**src/rtl/l_stf_pkg.sv**
```systemverilog
// Shared definitions for the L-STF stream generator: phase sign table,
// FSM state encoding and the negate/halve helper used by the phase LUT.
package l_stf_pkg;

  // Two bits per phase {I_neg, Q_neg}, phase 0 in the low pair.
  localparam logic [7:0] STF_SIGN_TBL = 8'b01_11_10_00;

  typedef enum logic {
    IDLE = 1'b0,
    RUN  = 1'b1
  } stf_state_e;

  function automatic logic [31:0] stf_comp(input logic [31:0] amp,
                                           input logic        neg,
                                           input logic        halve);
    logic signed [31:0] v;
    v = neg ? -$signed(amp) : $signed(amp);
    return halve ? 32'(v >>> 1) : 32'(v);
  endfunction

endpackage

```
**src/rtl/l_stf_phase_lut.sv**
```systemverilog
// Combinational STF sample generator: maps a 2-bit phase, the amplitude and
// a halve flag to a packed {I, Q} pair.
module l_stf_phase_lut
  import l_stf_pkg::*;
#(
  parameter int              IQ_W = 16,
  parameter logic [IQ_W-1:0] AMP  = 16'h02f2
) (
  input  logic [1:0]        phase_i,
  input  logic              halve_i,
  output logic [2*IQ_W-1:0] iq_o
);

  logic [1:0] sign_s;

  assign sign_s = STF_SIGN_TBL[{phase_i, 1'b0} +: 2];

  // Width-reduce the 32-bit helper result; upper bits are pure sign extension.
  assign iq_o = {IQ_W'(stf_comp(32'(AMP), sign_s[1], halve_i)),
                 IQ_W'(stf_comp(32'(AMP), sign_s[0], halve_i))};

endmodule

```
**src/rtl/l_stf_stream_gen.sv**
```systemverilog
// L-STF burst source: emits NUM_SAMP (+1 tail when windowed) periodic STF
// samples over valid/ready, with abort and a done pulse after the last beat.
module l_stf_stream_gen
  import l_stf_pkg::*;
#(
  parameter int              IQ_W     = 16,
  parameter logic [IQ_W-1:0] AMP      = 16'h02f2,
  parameter int              NUM_SAMP = 160,
  parameter int              WINDOW   = 0
) (
  input  logic              clk,
  input  logic              rst,
  input  logic              start,
  input  logic              abort,
  output logic [2*IQ_W-1:0] o_data,
  output logic              o_valid,
  input  logic              o_ready,
  output logic              o_last,
  output logic              busy,
  output logic              done
);

  localparam int BURST_LEN = NUM_SAMP + WINDOW;
  localparam int CNT_W     = $clog2(BURST_LEN + 1);

  stf_state_e        state_q, state_d;
  logic [CNT_W-1:0]  cnt_q, cnt_d;
  logic [2*IQ_W-1:0] data_q, data_d;
  logic              valid_q, valid_d;
  logic              last_q, last_d;
  logic              done_q, done_d;

  logic              xfer_s;
  logic              load_s;
  logic [CNT_W-1:0]  idx_s;
  logic              is_tail_s;
  logic [1:0]        phase_s;
  logic              halve_s;
  logic [2*IQ_W-1:0] lut_iq_s;

  assign xfer_s = valid_q & o_ready;

  // Index of the sample to be loaded next: 0 when entering RUN, else cnt+1.
  assign idx_s     = (state_q == IDLE) ? '0 : cnt_q + CNT_W'(1);
  assign is_tail_s = (WINDOW != 0) && (idx_s == CNT_W'(NUM_SAMP));
  assign phase_s   = is_tail_s ? 2'd0 : idx_s[1:0];
  assign halve_s   = (WINDOW != 0) && ((idx_s == '0) || is_tail_s);

  l_stf_phase_lut #(
    .IQ_W (IQ_W),
    .AMP  (AMP)
  ) u_lut (
    .phase_i (phase_s),
    .halve_i (halve_s),
    .iq_o    (lut_iq_s)
  );

  always_comb begin
    state_d = state_q;
    cnt_d   = cnt_q;
    data_d  = data_q;
    valid_d = valid_q;
    last_d  = last_q;
    done_d  = 1'b0;
    load_s  = 1'b0;
    case (state_q)
      IDLE: begin
        if (start) begin
          state_d = RUN;
          cnt_d   = '0;
          valid_d = 1'b1;
          load_s  = 1'b1;
        end else begin
          state_d = IDLE;
        end
      end
      RUN: begin
        // abort outranks a same-cycle transfer: the offered beat is dropped
        if (abort) begin
          state_d = IDLE;
          valid_d = 1'b0;
          last_d  = 1'b0;
        end else if (xfer_s && last_q) begin
          state_d = IDLE;
          valid_d = 1'b0;
          last_d  = 1'b0;
          done_d  = 1'b1;
        end else if (xfer_s) begin
          cnt_d  = cnt_q + CNT_W'(1);
          load_s = 1'b1;
        end else begin
          state_d = RUN;
        end
      end
      default: begin
        state_d = IDLE;
        valid_d = 1'b0;
        last_d  = 1'b0;
      end
    endcase
    if (load_s) begin
      data_d = lut_iq_s;
      last_d = (idx_s == CNT_W'(BURST_LEN - 1));
    end else begin
      data_d = data_q;
    end
  end

  always_ff @(posedge clk) begin
    if (rst) begin
      state_q <= IDLE;
      cnt_q   <= '0;
      data_q  <= '0;
      valid_q <= 1'b0;
      last_q  <= 1'b0;
      done_q  <= 1'b0;
    end else begin
      state_q <= state_d;
      cnt_q   <= cnt_d;
      data_q  <= data_d;
      valid_q <= valid_d;
      last_q  <= last_d;
      done_q  <= done_d;
    end
  end

  assign o_data  = data_q;
  assign o_valid = valid_q;
  assign o_last  = last_q;
  assign busy    = (state_q == RUN);
  assign done    = done_q;

endmodule
```
**config.mk**
```make
export PLATFORM = sky130hd
export DESIGN_NAME = l_stf_stream_gen
export DESIGN_NICKNAME = d
export VERILOG_FILES = /design/src/rtl/l_stf_pkg.sv /design/src/rtl/l_stf_phase_lut.sv /design/src/rtl/l_stf_stream_gen.sv
export SDC_FILE = /design/constraint.sdc
export NUM_CORES = 1
export LEC_CHECK = 0
export BUFFER_PORTS_ARGS = -buffer_cell sky130_fd_sc_hd__buf_2
export CORE_MARGIN = 4
export CORE_UTILIZATION = 48
export CTS_CLUSTER_DIAMETER = 100
export DETAILED_ROUTE_END_ITERATION = 16
export PLACE_DENSITY = 0.78
export SLEW_MARGIN = 20
export SYNTH_ARGS = -nofsm -noshare
export SYNTH_HDL_FRONTEND = slang
export SYNTH_SLANG_ARGS = --single-unit
```
**constraint.sdc**
```tcl
create_clock -name clk -period 1.8 [get_ports clk]
set_input_delay 0.09 -clock clk [delete_from_list [all_inputs] [get_ports clk]]
set_output_delay 0.09 -clock clk [all_outputs]
set_load 0.05 [all_outputs]
```
Word-level counts from Yosys, hierarchy flattened. Cells that the tools add are included.

Bits in registers: 44. Input port bits: 5. Output and inout bits: 36.

Add/sub/neg operators: 1. Eq/ne operators: 6. Shifts and indexed selects: 1. Mux-type cells: 23. Bitwise gates (word level): 2. Reductions and logical operators: 7.

Operators with widths (count): $mux 8 (5); $mux 16 (2); $pmux 8 s2 (1); $mux 1 (12); $add 8x1->8 const B (1); $eq 8x8->1 const B (1); $shiftx 8x4->2 const A (1); $ne 2x2->1 const B (3); $pmux 1 s2 (3); $reduce_and 2->1 (2); $reduce_and 4->1 (1); $ne 3x2->1 const B (1); $reduce_bool 3->1 (1); $reduce_or 3->1 (1); $ne 2x1->1 const B (1); $reduce_bool 2->1 (1); $and 1x1->1 (1); $logic_and 1x1->1 (1); $not 1->1 (1).

Logic depth before layout (Yosys ltp).
Depth after elaboration: 7. Gate-level depth with buffers: 5. Mapped depth without buffers: 5.

Modules after synthesis. A second synthesis with hierarchy kept.

Cell total of the unflattened synthesis: 258. Area total of the unflattened synthesis: 2028.2 µm².

Modules (own cells, without submodules): l_stf_stream_gen (instances 1, cells each 226, area each 1790.5 µm², sequential area each 880.8 µm²); l_stf_phase_lut (instances 1, cells each 32, area each 237.7 µm², sequential area each 0.0 µm²).

Worst setup path before layout. OpenSTA, ideal clock, no wires.

Path kind: flip-flop to flip-flop. From: reg state_q, in the netlist busy. To: reg cnt_q[2]. Arrival time: 1523 ps. Data required time: 1675 ps. Slack: 152 ps. Stages on the path, launching flop included: 6. Buffers on the path: 1. Cells stage by stage: dfxtp_1 -> buf_2 -> and2b_4 -> nand3_1 -> a211oi_1 -> a211oi_1.

Longest elaborated chain between the ends: 3. Elaborated cells on any way between the ends: 7.

Ends and longest elaborated chain: start, declared (RTL line l_stf_stream_gen.sv:26) `stf_state_e state_q, state_d;`; start signal, assigned (RTL line l_stf_stream_gen.sv:118) `state_q <= state_d;`; $not 1->1; $ne 2x2->1 (no source line); $reduce_and 4->1 (no source line); end signal, assigned (RTL line l_stf_stream_gen.sv:119) `cnt_q <= cnt_d;`; end, declared (RTL line l_stf_stream_gen.sv:27) `logic [CNT_W-1:0] cnt_q, cnt_d;`.

Parallel ways exist; a longest one is shown, timed or not. A chain may end at the register's enable or synchronous reset.

Final worst setup path.
From: reg cnt_q[0]. To: reg last_q, in the netlist o_last.

Longest elaborated chain between the ends: 4.

Ends and longest elaborated chain: $add 8x1->8 (RTL line l_stf_stream_gen.sv:44) `assign idx_s = (state_q == IDLE) ? '0 : cnt_q + CNT_W'(1);`; $mux 8 (RTL line l_stf_stream_gen.sv:44); $eq 8x8->1 (RTL line l_stf_stream_gen.sv:103) `last_d = (idx_s == CNT_W'(BURST_LEN - 1));`; $mux 1 (RTL line l_stf_stream_gen.sv:101) `if (load_s) begin`; end signal, assigned (RTL line l_stf_stream_gen.sv:122) `last_q <= last_d;`; end, declared (RTL line l_stf_stream_gen.sv:30) `logic last_q, last_d;`.

No other way between the ends.

==> summary.txt <==
Setup path
  – Slowest CP cell: dfxtp_1
  – CP Launch Type: flop
  – Critical path buffer and inverter count: 0
  – Crit Path Category: flop to flop
  – Crit path max fanout: 10
  – Crit path required time: 2.01 ns
  – Critical path arrival: 1.82 ns
  – Crit path max-delay family: flip-flops
  – CP Cell Sequence: ha_1 -> nand3_1 -> mux2i_1 -> o211ai_1 -> o31ai_1
  – CP peak stage delay: 0.52 ns
  – Critical Path Sink Type: flop

Synth
  – Post-synth EDFFs: 0
  – Mapped Cells: 127
  – Mapped Area: 1110 sq um
  – Most frequently used cell type in the post-synthesis netlist: buf_4
  – FF+latch count, synth: 17
  – Synth top area share: 30.8%
  – Main synth FF type: dfxtp_1
  – Yosys warns: 0
  – Top cells by area, synth: dfxtp_1 31%, buf_4 19%, a21oi_1 5.9%
  – Syn_area_per_cell: 8.71 sq um
  – Synth top cells by count: 28 x buf_4, 17 x dfxtp_1, 13 x a21oi_1, 10 x nand2_1, 5 x nand3_1
  – Cell taking the most area after synthesis: dfxtp_1
  – Sequential fraction of the synthesis area: 30.8%
  – Async S/R FF share, synth: 0%
  – Synth cell types: 45

Routing
  – Detail Route Antenna Nets: 0
  – Via count: 950
  – WL per Instance: 13.7 microns
  – Drt first pass iters: 4
  – Initial drt markers: 30
  – Drt drc: 0
  – Final wirelength: 2.30 mm
  – Avg Vias per Cell: 5.65

Timing
  – Hold slack: 0.0706 ns
  – RSZ-0062 raised after global routing: false
  – Max-Slew Margin vs Limit: 62.1%
  – Clock period minus worst slack: 1.60 ns
  – Worst slew pin tran: 0.568 ns
  – Period utilisation layout: 89.0%
  – Final setup vio count: 0
  – Final hold vios: 0
  – Max Clk Rate: 624 MHz
  – Layout Skew: 0.00447 ns
  – Setup TNS: 0 ns
  – Final slew viol count: 0

Power and ir drop
  – Comb power frac: 24.7%
  – Pint: 511 uW
  – Static leakage power: 0.000564 uW
  – Sw frac: 37.2%
  – Pwr/cell area: 713 nW/um^2
  – Maximum VDD drop: 0.000342 V
  – Switching pwr: 303 uW
  – Clock power frac: 26.0%
  – Part of the power in registers: 49.3%

Die
  – Starting Density: 50.0%
  – Num ports: 41
  – Die H: 56.0 microns
  – Die Wd: 56.0 microns
  – Core Area: 2210 sq um
  – Rows: 17
  – Die area: 3140 sq um

CTS
  – CTS tree: yes
  – Clock net sink count: 17
  – Worst-path clk slew: 0.11 ns
  – Root Buffer: clkbuf_4
  – Cts bufs inserted: 3
  – Setup bufs post-CTS: 0
  – CTS resizes: 0
  – CTS Hold Bufs: 0
  – H-tree Lvls: 1
  – Clk buf depth: 2
  – Clk_lat worst skew: 0.29 ns

GRT
  – Number of antenna violations at the first check in global routing: 0
  – Largest net degree at the start of global routing: 15
  – Gr usage total: 14.5%
  – Vias in the first global route: 845
  – First-pass GRT wire length: 3.73 mm
  – Grt ovf: 0

Final layout
  – Nets@finish: 147
  – Ant. Diodes: 0
  – Layout area overhead: 3.17%
  – FILL cells: 212
  – Layout cells sized above 1: 39.3%
  – Final cell count without fillers: 168

Place
  – IO buf count: 38
  – HPWL Detailed: 1.75 mm
  – GP Congestion: 0.902
  – Placed instance count: 164

Worst hold path
  – Min-Delay Path Class: input port to flop

Job
  – Max-Cap Viols: 0

Run status
  – Status: finished, final reports clean
==> power groups by stage <==
stage | Clock (uW) | Sequential, uW | Combinational (uW)
final | 212 | 401 | 201
after CTS | 216 | 401 | 201
after global placement | 0 | 409 | 201
after global routing | 233 | 405 | 209
after floorplan | 0 | 439 | 158
after detailed placement | 0 | 410 | 201
==> registers in the layout, indices dropped and copies added, names as in the netlist <==
register,cells
busy,1
o_last,1
o_valid,1
done,1
o_data,5
cnt_q,8
==> worst register-to-register path, stage by stage, from the launching register on <==
cell and delay (ns):
dfxtp_1 0.52, ha_1 0.32, nand3_1 0.12, mux2i_1 0.23, o211ai_1 0.13, o31ai_1 0.22
==> final cells by class <==
class / instances / area [sq um] / share of cell area (%)
Clock buffer: 3 / 22.5 / 1.97
Inverter: 4 / 15.0 / 1.32
Multi-Input combinational cell: 76 / 526 / 46.1
Timing Repair Buffer: 39 / 198 / 17.3
Clock inverter: 1 / 5.00 / 0.439
Tap cell: 28 / 35.0 / 3.07
Sequential cell: 17 / 340 / 29.8
==> layout by cell type, fill, tap and decap left out, types with 2 or more instances in the layout <==
master / count
buf_2: 38
dfxtp_1: 17
a21oi_1: 13
nand2_1: 10
nand3_1: 5
inv_1: 4
nor2_1: 4
o21ai_0: 3
a211oi_1: 3
clkbuf_4: 3
o311a_2: 2
o22ai_1: 2
nor3_1: 2
mux2i_1: 2
conb_1: 2
==> final timing paths <==
path | to | startpoint | depth (start not counted) | slack [ns]
max | o_last | cnt_q[0] | 5 | 0.20
max reg2reg | o_last | cnt_q[0] | 5 | 0.20
min | o_valid | abort | 3 | 0.07
min reg2reg | o_data[17] | o_data[17] | 2 | 0.46
==> per-layer routing <==
layer	up-vias	share of wire [%]	global-route usage (%)
met5	-	0	0
met4	0	2.5	8.14
met3	9	7.6	2.78
met2	44	50	25.4
met1	446	39	16.3
li1	451	-	-
==> logic make-up after synthesis <==
logic type | Yosys count | synth area share, %
AOI/OAI and AO/OA | 31 | 19.3
adders and majority gates | 1 | 1.13
buffers and inverters | 35 | 22.1
DFF | 17 | 30.8
muxes | 2 | 1.81
other | 1 | 0.339
and+or+nand+nor | 40 | 24.6
==> metrics by stage <==
step           instance area (sq um)  worst slack, ns  utilization (%)  total power [uW]
6_report                        1140            0.198             51.6               814
5_1_grt                         1140           0.0603             51.6               848
4_1_cts                         1140            0.201             51.6               819
3_5_place_dp                    1110            0.227             50.3               611
3_3_place_gp                    1110            0.304             50.3               610
2_1_floorplan                   1110            0.152                -               597
(Power assumes the default switching activity.)
